--- src/rtl/shr_arb_pkg.sv ---
// Shared types, defaults and helpers for the shared right-shift arbiter.
package shr_arb_pkg;

   localparam int unsigned N_DEF    = 16;
   localparam int unsigned NREQ_DEF = 4;
   localparam int unsigned ID_W     = $clog2(NREQ_DEF);
   localparam int unsigned MAX_NREQ = 8;
   localparam int unsigned ID_MAX_W = 3;

   function automatic logic [MAX_NREQ-1:0] onehot(input logic [ID_MAX_W-1:0] id);
      logic [MAX_NREQ-1:0] v;
      v     = '0;
      v[id] = 1'b1;
      return v;
   endfunction

endpackage

--- src/rtl/shr_rr_pick.sv ---
// Combinational round-robin picker: first requester at or after PTR, wrapping.
module shr_rr_pick #(
   parameter int unsigned NREQ = 4,
   parameter int unsigned IW   = 2
) (
   input  logic [NREQ-1:0] REQ,
   input  logic [IW-1:0]   PTR,
   output logic            GNT_V,
   output logic [IW-1:0]   GNT_ID
);

   logic [2*NREQ-1:0] dbl;
   logic [2*NREQ-1:0] masked;
   int                idx;

   // The upper copy of REQ covers the indices that wrap past NREQ-1.
   always_comb begin
      dbl    = {REQ, REQ};
      masked = '0;
      for (int j = 0; j < 2 * int'(NREQ); j++) begin
         if (j >= int'(PTR)) masked[j] = dbl[j];
      end
      idx = 0;
      for (int j = 2 * int'(NREQ) - 1; j >= 0; j--) begin
         if (masked[j]) idx = j;
      end
      GNT_V  = |REQ;
      GNT_ID = (idx >= int'(NREQ)) ? IW'(idx - int'(NREQ)) : IW'(idx);
   end

endmodule

--- src/rtl/shr_arbiter.sv ---
// Round-robin arbiter feeding one registered logical right shifter through an
// issue stage and an execute stage; results carry a one-hot requester tag.
module shr_arbiter
   import shr_arb_pkg::*;
#(
   parameter int unsigned N    = N_DEF,
   parameter int unsigned NREQ = NREQ_DEF
) (
   input  logic              CLK,
   input  logic              RST,
   input  logic              EN,
   input  logic [NREQ-1:0]   REQ_R,
   input  logic [NREQ*N-1:0] REQ_D,
   input  logic [NREQ*N-1:0] REQ_S,
   output logic [NREQ-1:0]   REQ_ACK,
   output logic [NREQ-1:0]   RES_R,
   output logic [N-1:0]      RES_D,
   output logic              BUSY
);

   localparam int unsigned IW = $clog2(NREQ);

   logic [IW-1:0]       ptr_q, ptr_d;
   logic [IW-1:0]       gnt_id;
   logic                gnt_v;
   logic                s1_v_q, s1_v_d;
   logic [IW-1:0]       s1_id_q, s1_id_d;
   logic [N-1:0]        s1_d_q, s1_d_d;
   logic [N-1:0]        s1_s_q, s1_s_d;
   logic [NREQ-1:0]     res_r_q, res_r_d;
   logic [N-1:0]        res_d_q, res_d_d;
   logic [MAX_NREQ-1:0] gnt_oh, s1_oh;

   shr_rr_pick #(
      .NREQ (NREQ),
      .IW   (IW)
   ) u_pick (
      .REQ    (REQ_R),
      .PTR    (ptr_q),
      .GNT_V  (gnt_v),
      .GNT_ID (gnt_id)
   );

   assign gnt_oh  = onehot(ID_MAX_W'(gnt_id));
   assign s1_oh   = onehot(ID_MAX_W'(s1_id_q));
   assign REQ_ACK = (gnt_v && EN && !RST) ? gnt_oh[NREQ-1:0] : '0;
   assign RES_R   = res_r_q;
   assign RES_D   = res_d_q;
   assign BUSY    = s1_v_q | (|res_r_q);

   always_comb begin
      ptr_d   = ptr_q;
      s1_v_d  = s1_v_q;
      s1_id_d = s1_id_q;
      s1_d_d  = s1_d_q;
      s1_s_d  = s1_s_q;
      res_r_d = res_r_q;
      res_d_d = res_d_q;
      if (EN) begin
         s1_v_d = gnt_v;
         if (gnt_v) begin
            ptr_d   = (gnt_id == IW'(NREQ - 1)) ? '0 : gnt_id + 1'b1;
            s1_id_d = gnt_id;
            s1_d_d  = REQ_D[int'(gnt_id)*N +: N];
            s1_s_d  = REQ_S[int'(gnt_id)*N +: N];
         end
         res_r_d = s1_v_q ? s1_oh[NREQ-1:0] : '0;
         // Amounts of N or more flush every bit out.
         if (s1_v_q) res_d_d = (32'(s1_s_q) >= N) ? '0 : (s1_d_q >> s1_s_q);
      end
   end

   always_ff @(posedge CLK) begin
      if (RST) begin
         ptr_q   <= '0;
         s1_v_q  <= 1'b0;
         s1_id_q <= '0;
         s1_d_q  <= '0;
         s1_s_q  <= '0;
         res_r_q <= '0;
         res_d_q <= '0;
      end else begin
         ptr_q   <= ptr_d;
         s1_v_q  <= s1_v_d;
         s1_id_q <= s1_id_d;
         s1_d_q  <= s1_d_d;
         s1_s_q  <= s1_s_d;
         res_r_q <= res_r_d;
         res_d_q <= res_d_d;
      end
   end

endmodule

--- config.mk ---
export PLATFORM = sky130hd
export DESIGN_NAME = shr_arbiter
export DESIGN_NICKNAME = d
export VERILOG_FILES = /design/src/rtl/shr_arb_pkg.sv /design/src/rtl/shr_rr_pick.sv /design/src/rtl/shr_arbiter.sv
export SDC_FILE = /design/constraint.sdc
export NUM_CORES = 1
export LEC_CHECK = 0
export CAP_MARGIN = 30
export CORE_MARGIN = 2
export CORE_UTILIZATION = 30
export CTS_CLUSTER_SIZE = 24
export DETAILED_ROUTE_END_ITERATION = 16
export GPL_ROUTABILITY_DRIVEN = 1
export GPL_TIMING_DRIVEN = 0
export SYNTH_ARGS = -nofsm -noshare
export SYNTH_HDL_FRONTEND = slang
export SYNTH_SLANG_ARGS = --single-unit
--- constraint.sdc ---
create_clock -name CLK -period 3.8 [get_ports CLK]
set_input_delay 1.14 -clock CLK [delete_from_list [all_inputs] [get_ports CLK]]
set_output_delay 1.14 -clock CLK [all_outputs]
set_load 0.005 [all_outputs]
==> impl_metrics.tcl <==
set metrics [dict create \
    syn_area_um2 3550 \
    synth_area_leaders "dfxtp_1 32%, mux2i_1 24%, o221ai_1 7.9%" \
    synth_flop_cell "dfxtp_1" \
    routed_wl_mm 11.4 \
    async_flop_share_pct 0 \
    synthCells 375 \
    relSlewSlack_pct 46.2 \
    synthToLayoutAreaGrowth_pct 59.9 \
    start_util_pct 31.0 \
    syn_area_per_cell_um2 9.48 \
    yosys.area.top_type_share_pct 32.1 \
    synth_cell_types 49 \
    synth_xor_area_share_pct 0 \
    critPathCaptureType "output pin" \
    setup_viol 0 \
    power_density_nw_per_um2 375 \
    min_from "RES_D[9]" \
    synth_mux_area_share_pct 29.6 \
    num_vias 3570 \
    path_max_fanout 11 \
    worst_path_max_delay_cell "or3_1" \
    synth-simple-area-share_pct 14.9 \
    drc 0 \
    clock_latency_ns 0.33 \
    cts_tree "done" \
    ys.warnings.count 0 \
    ys_seq_elements 57 \
    nFillCells 1081 \
    min_path_type "reg2reg" \
    gp_congestion 0.828 \
    grt_max_degree 21 \
    worstPathRequired_ns 2.66 \
    synth_top_family_by_area "multiplexers" \
    vias_per_cell 5.13 \
    overflow 0 \
    grt_pass1_wl_mm 17.9 \
    worstPathArrival_ns 2.57 \
    port_buffers 158 \
    num_io_pins 160 \
    drtIter0Drc 161 \
    drt_pass1_iterations 4 \
    fin_crit_sh_pct 97.5 \
    clockBufferDepth 2 \
    cts.sinks 57 \
    final_hold_viol_count 0 \
    report.final.slew_viol_count 0 \
    synth_edf_count 0 \
    synthAdderAreaFrac_pct 1.41 \
    min_delay_path_depth 2 \
    r2r_slack_ns 1.63 \
    fmax_mhz 270 \
    antenna_found_initial 0 \
    critPathLaunchType "input pin" \
    path_cells "clkbuf_4, mux2i_1, nor2_1, or3_1, buf_6, buf_12, ha_1, and3_1, buf_2" \
    rows 39 \
    track_usage_pct 17.6 \
    worstMarginPinSlew_ns 0.787 \
    num_antenna_cells 0 \
    max-cap-violations 0 \
    placed_cell_area_um2 5320 \
    whs_ns 0.457 \
    die_area_um2 12700 \
    synth_fp_nets 514 \
    r2r_end "RES_D[12]" \
    clk_pin_slew_ns 0.05 \
    p_leak_nw 2.22 \
    cts_inserted_buffers 9 \
    dp_hpwl_mm 9.07 \
    clock_skew_ns 0.00299 \
    die_x_um 113 \
    hold_end "RES_D[9]" \
    ant_nets 0 \
    peakVddDrop_mv 0.293 \
    die-height_um 113 \
    synth_area_leader_cell "dfxtp_1" \
    fp.coreArea_um2 11500 \
    timing.final.crit_period_ns 3.71 \
    fin_area_um2 5680 \
    wire_per_inst_um 16.3 \
    hold_buffers 0 \
    grt_pass1_vias 3640 \
    critPathMaxStageDelay_ns 0.32 \
    outcome "finished, final reports clean" \
    r2r_cells 5 \
    synth-seq-area-share_pct 32.1 \
    cts-root-buf "clkbuf_16" \
    synth_compound_area_share_pct 17.1 \
    h-tree-depth 3 \
    rsz0062_at_grt "no" \
    fin_nets 687 \
    r2r_start "s1_s_q[15]" \
    worstSetupPathType "in2out" \
    layout-drive-gt1-share_pct 12.1 \
]
layer usage:
layer	GRT usage [%]	vias up	part of all wire [%]
met1	22.2	1645	45
li1	-	1783	-
met5	0	-	0
met2	29.7	127	48
met4	5.28	0	1.7
met3	4.18	15	6.1
critical path, delay by kind of cell:
| kind | cells | cell delay [ns] |
|---|---|---|
| multiplexers | 1 | 0.13 |
| buffers and inverters | 4 | 0.58 |
| AND/OR/NAND/NOR | 3 | 0.53 |
| adder cells (fa/ha/maj) | 1 | 0.19 |
cells in the final DEF (no fill, tap or decap), drive strengths merged, types with 2 or more instances in the layout:
cell type      instances
o21ai                 10
a2bb2oi                3
nor2b                  2
nor3                   4
dfxtp                 57
nand2b                 7
nand4                  2
buf                   28
clkdlybuf4s50        150
o21a                   3
a21oi                 14
clkinv                 3
mux4                   6
and3                   5
a22oi                  7
ha                     4
nand2                 41
inv                    4
mux2                   4
or3                    2
o22ai                  3
clkbuf                21
bufinv                 2
nor2                  14
mux2i                 87
nand3                 17
o221ai                32
nor4                   2
or2                    2
clkdlybuf4s15          2
nand4b                 2
cells by family (layout without fill, tap and decap cells):
logic type | Yosys count | in the layout
buf+inv | 33 | 211
mux | 97 | 97
fa+ha+maj | 4 | 4
compound gates | 79 | 79
simple gates | 105 | 105
flops | 57 | 57
where the power goes:
| part | total (W) | leakage (nW) | switching (W) | internal [W] |
|---|---|---|---|---|
| clock network | 0.000851 | 0.152 | 0.000281 | 0.000570 |
| logic | 0.000589 | 1.60 | 0.000259 | 0.000330 |
| registers | 0.000688 | 0.466 | 0.0000435 | 0.000645 |
| total | 0.00213 | 2.22 | 0.000584 | 0.00154 |
flip-flops by register name, indices dropped and copies added, names as in the netlist:
register,flops
RES_D,16
s1_s_q,16
RES_R,4
s1_id_q,2
ptr_q,2
s1_v_q,1
s1_d_q,16
layout make-up:
type                    instances  area [um^2]  area share, %
plain buffers                  28          179           3.15
clock buffers                  10          229           4.03
clock inverters                 6         82.6           1.45
inverters                       4         17.5          0.308
multi-input cells             285         2250           39.5
flip-flops and latches         57         1140           20.1
well taps                     143          179           3.15
repair buffers                163         1610           28.3
how the worst max path moves through the flow:
stage,start,to,slack (ns)
2_1_floorplan,REQ_R[2],REQ_ACK[0],0.30
3_3_place_gp,REQ_R[0],REQ_ACK[0],-0.86
3_5_place_dp,REQ_R[0],REQ_ACK[2],-0.89
4_1_cts,REQ_R[0],REQ_ACK[3],0.002
5_1_grt,REQ_R[2],REQ_ACK[2],0.03
6_report,REQ_R[0],REQ_ACK[2],0.09
Yosys cell counts, types with 4 or more instances:
master,number
nor3_1,4
clkbuf_1,8
mux2_2,4
a21oi_1,14
o221ai_1,32
a22oi_1,7
mux4_2,6
dfxtp_1,57
buf_2,13
o21ai_0,10
nor2_1,12
mux2i_1,87
and3_1,5
nand2b_1,7
nand2_2,4
ha_1,4
nand2_1,37
nand3_1,17
through the flow:
step | utilization [%] | cells | power [W] | setup TNS [ns] | worst slack [ns]
final | 49.6 | 696 | 0.00213 | 0 | 0.0936
after global placement | 46.4 | 676 | 0.00126 | -3.25 | -0.856
after CTS | 49.1 | 693 | 0.00212 | 0 | 0.00188
after global routing | 49.6 | 696 | 0.00222 | 0 | 0.0254
after detailed placement | 46.4 | 676 | 0.00127 | -3.32 | -0.886
after floorplan | - | 375 | 0.00102 | 0 | 0.300
timing repair:
| action | 4_1_cts | 5_1_grt |
|---|---|---|
| setup endpoints to repair | 4 | 3 |
| pin swaps | 2 | 3 |
| buffers inserted | 2 | 2 |
| gates cloned | 0 | 1 |
| resized for setup | 35 | 5 |
Power figures use the tool's default switching activity.
==> RTL edit 1: new RTL, same settings <==
Set the package constant `NREQ_DEF` to 2 (it was 4).
--- a/src/rtl/shr_arb_pkg.sv
+++ b/src/rtl/shr_arb_pkg.sv
@@ -2,7 +2,7 @@
 package shr_arb_pkg;
 
    localparam int unsigned N_DEF    = 16;
-   localparam int unsigned NREQ_DEF = 4;
+   localparam int unsigned NREQ_DEF = 2;
    localparam int unsigned ID_W     = $clog2(NREQ_DEF);
    localparam int unsigned MAX_NREQ = 8;
    localparam int unsigned ID_MAX_W = 3;
Interface: changed (5 resized); port bits go from 160 to 90. The function was not compared with the original's and may differ.
==> RTL edit 1 against the unedited design <==
  * Worst setup slack improved by 0.030 ns
  * Non-clock buffer count down 78
  * Design area shrank 31%
  * Sequential cell count is 4 lower
  * Fmax increased by 0.81%
  * Wire length shrank 26%
  * Area after synthesis fell by 23%
  * Via count down 28%
  * Global-route usage down 0.52 points
Power is not compared: it rests on default switching activity, and its combinational part moved more than twofold at a synthesized area within 25%.
==> RTL edit 1: results (changes against the unedited design) <==
======================================================================================
Launch instance of the worst register-to-register path .................. s1_s_q[11]$_SDFFE_PP0P_   was s1_s_q[15]$_SDFFE_PP0P_
Number of distinct standard cells referenced by the synthesized netlist .           41   was 49
Worst hold start ........................................................ RES_D[11]$_SDFFE_PP0P_   was RES_D[9]$_SDFFE_PP0P_
CTS buffer count ........................................................            5   was 9
Area of placed instances ................................................   3760 sq um   was 5320 sq um
Post-layout net count ...................................................          432   was 687
Capture endpoint of the worst hold path ................................. RES_D[11]$_SDFFE_PP0P_   was RES_D[9]$_SDFFE_PP0P_
Level count of the clock H-tree .........................................            2   was 3
Proportion of layout cells with a drive suffix above 1 ..................        13.5%   was 12.1%
DPL Wire Length ......................................................... 6410 microns   was 9070 microns
Post-route clock skew ...................................................    0.0121 ns   was 0.00299 ns
Worst skew pair latency .................................................      0.31 ns   was 0.33 ns
Part of the Yosys area used for sequential elements .....................        38.7%   was 32.1%
Filler Cell Count .......................................................          853   was 1,081
Clock root cell .........................................................     clkbuf_8   was clkbuf_16
Detailed Routing Iterations Pass 1 ......................................            7   was 4
Post-synthesis instance total ...........................................          265   was 375
Cell with the largest stage delay on the worst path ..................... clkdlybuf4s50_1   was or3_1
Global-route usage over all layers ......................................        17.0%   was 17.6%
Min setup slack post-route ..............................................     0.124 ns   was 0.0936 ns
Length in cells of the worst reg-to-reg path ............................            4   was 5
Post-route non-filler standard cell count ...............................          471   was 696
Worst setup path endpoint ...............................................   REQ_ACK[0]   was REQ_ACK[2]
Most frequent cells after synthesis ..................................... 53 x dfxtp_1, 21 x mux2i_1, 20 x nor2_1, 17 x a221o_1, 17 x and2_1   was 87 x mux2i_1, 57 x dfxtp_1, 37 x nand2_1, 32 x o221ai_1, 17 x nand3_1
Outcome ................................................................. complete, no violations   unchanged
Number of setup buffers added after CTS .................................            4   was 2
Synthesized net count ...................................................          334   was 514
Signal arrival time at the worst endpoint ...............................      2.54 ns   was 2.57 ns
Final Critical Period ...................................................      3.68 ns   was 3.71 ns
Reg2Reg Capture Point ................................................... RES_D[5]$_SDFFE_PP0P_   was RES_D[12]$_SDFFE_PP0P_
Minimum setup slack among reg-to-reg paths ..............................      1.72 ns   was 1.63 ns
Worst slack at placement ................................................    -0.968 ns   was -0.886 ns
Final-layout worst hold slack ...........................................     0.464 ns   was 0.457 ns
Post-detailed-routing wire length ....................................... 8430 microns   was 11,400 microns
======================================================================================
==> RTL edit 1: report_power, final <==
part           switching, mW  internal, mW  leakage, nW
combinational          0.118         0.156        0.897
clock                  0.179         0.192       0.0540
sequential            0.0285         0.582        0.433
==> RTL edit 1: routing by layer <==
layer | GRT usage, % | vias to the layer above | wire [microns]
met5 | 0 | - | 0
met4 | 5.90 | 0 | 191
met3 | 2.53 | 12 | 367
met2 | 27.1 | 79 | 3980
met1 | 23.6 | 1252 | 3890
li1 | - | 1242 | -
==> RTL edit 1: area by class of cell <==
class                           instances  area share (%)
Timing Repair Buffer                   92            23.0
Sequential cell                        53            27.0
Clock inverter                          2           0.891
Buffer                                 21            3.12
Clock buffer                            5            1.75
Multi-Input combinational cell        188            40.7
Inverter                                2           0.191
Tap cell                              108            3.44
==> RTL edit 1: kinds of logic after synthesis <==
group	after synthesis	share of synthesized area, %
AOI/OAI and AO/OA	71	21.1
muxes	38	19.6
and+or+nand+nor	79	16.8
DFF	53	38.7
buffers and inverters	24	3.79
==> RTL edit 2: new RTL, same flow settings <==
Made on the original files. `res_r_q` and `res_d_q` no longer have a reset.
--- a/src/rtl/shr_arbiter.sv
+++ b/src/rtl/shr_arbiter.sv
@@ -77,17 +77,18 @@
          s1_id_q <= '0;
          s1_d_q  <= '0;
          s1_s_q  <= '0;
-         res_r_q <= '0;
-         res_d_q <= '0;
       end else begin
          ptr_q   <= ptr_d;
          s1_v_q  <= s1_v_d;
          s1_id_q <= s1_id_d;
          s1_d_q  <= s1_d_d;
          s1_s_q  <= s1_s_d;
-         res_r_q <= res_r_d;
-         res_d_q <= res_d_d;
       end
+   end
+
+   always_ff @(posedge CLK) begin
+      res_r_q <= res_r_d;
+      res_d_q <= res_d_d;
    end
 
 endmodule
Behaviour: differs if RST is asserted again (counterexample within 4 cycles, from zero or initial values and one cycle with RST high); with RST held inactive, the same outputs for 4 cycles.
==> RTL edit 2 against the unedited design <==
  * Non-clock buffer count up 3
  * Wire length up 1.5%
  * Design area up 1.2%
  * Sequential cell count unchanged
  * Worst setup slack worse by 0.023 ns
  * Register-to-register slack worse by 0.27 ns
  * Area after synthesis up 2.2%
  * Power down 0.68%
  * Worst hold slack better by 0.0091 ns
  * Highest routed layer unchanged
==> RTL edit 2: results (changes against the unedited design) <==
======================================================================================
Pleak ...................................................................      2.13 nW   was 2.22 nW
Net switching power .....................................................     0.620 mW   was 0.584 mW
Number of enable-type register cells in the synthesized netlist .........           20   was 0
Most frequent cells after synthesis ..................................... 81 x mux2i_1, 37 x dfxtp_1, 33 x nand2_1, 27 x nor2_1, 22 x o221ai_1   was 87 x mux2i_1, 57 x dfxtp_1, 37 x nand2_1, 32 x o221ai_1, 17 x nand3_1
Combined flip-flop and latch cell area ..................................   1340 sq um   was 1140 sq um
Signal buf overhead .....................................................        31.1%   was 31.5%
Part of the Yosys area used for sequential elements .....................        36.9%   was 32.1%
Largest net degree at the start of global routing .......................           17   was 21
Clock network share of area .............................................        4.92%   was 5.48%
Worst path max stage delay ..............................................      0.36 ns   was 0.32 ns
Final-layout worst hold slack ...........................................     0.466 ns   was 0.457 ns
Proportion of layout cells with a drive suffix above 1 ..................        9.76%   was 12.1%
Count of multi-input gates ..............................................          272   was 285
Comb group ..............................................................     0.640 mW   was 0.589 mW
Number of global-route vias before repair ...............................        3,757   was 3,640
Number of vias per cell .................................................         5.23   was 5.13
Area of placed instances ................................................   5400 sq um   was 5320 sq um
Number of distinct standard cells referenced by the synthesized netlist .           47   was 49
Minimum setup slack among reg-to-reg paths ..............................      1.36 ns   was 1.63 ns
Die outline area ........................................................ 13,000 sq um   was 12,700 sq um
Global-route usage over all layers ......................................        18.0%   was 17.6%
Outcome ................................................................. complete, no violations   unchanged
Signal arrival time at the worst endpoint ...............................      2.59 ns   was 2.57 ns
Wire length of the first global-routing pass ............................ 18,400 microns   was 17,900 microns
Transition time at the pin with the least slew margin ...................     0.698 ns   was 0.787 ns
======================================================================================
RTL edit 2: changes by cell type after synthesis, sizes merged, moves of 13 or more:
cell,unedited run,this run
dfxtp,57,37
edfxtp,0,20
a2111oi,1,20
nand3,17,2
nor2,14,27
RTL edit 2: worst paths after layout:
kind                           start                      end  cells past startpoint
max                         REQ_R[2]               REQ_ACK[0]                      9
min          s1_s_q[13]$_SDFFE_PP0N_  s1_s_q[13]$_SDFFE_PP0N_                      2
max reg2reg    ptr_q[1]$_SDFFE_PP0N_  s1_d_q[11]$_SDFFE_PP0N_                     11
min reg2reg  s1_s_q[13]$_SDFFE_PP0N_  s1_s_q[13]$_SDFFE_PP0N_                      2
RTL edit 2: repair_timing:
| action | in CTS | in global routing |
|---|---|---|
| gates cloned | 1 | 0 |
| setup buffers | 4 | 0 |
| setup endpoints to repair | 4 | 4 |
| pin swaps | 2 | 1 |
| resized for setup | 38 | 4 |
RTL edit 2: cell families after synthesis:
| kind of cell | count (synthesis) | synth area share [%] |
|---|---|---|
| and+or+nand+nor | 107 | 15.2 |
| adders and majority gates | 4 | 1.38 |
| buffers and inverters | 37 | 4.79 |
| DFF | 57 | 36.9 |
| muxes | 86 | 24.2 |
| AOI/OAI and AO/OA | 75 | 17.6 |
RTL edit 2: metal layers:
layer / routed length (microns) / track usage (%) / up-vias / part of all wire [%]
met3: 753 / 4.66 / 13 / 6.5
met1: 5010 / 22.2 / 1699 / 43
met4: 123 / 4.23 / 0 / 1.1
met5: 0 / 0 / - / 0
met2: 5640 / 31.4 / 125 / 49
li1: - / - / 1775 / -
RTL edit 2: through the flow:
step                      instances  setup WS [ns]
after detailed placement        671         -0.984
after global routing            690        0.00339
final                           690         0.0703
after global placement          671         -0.912
after CTS                       690        0.00891
after floorplan                 366          0.309
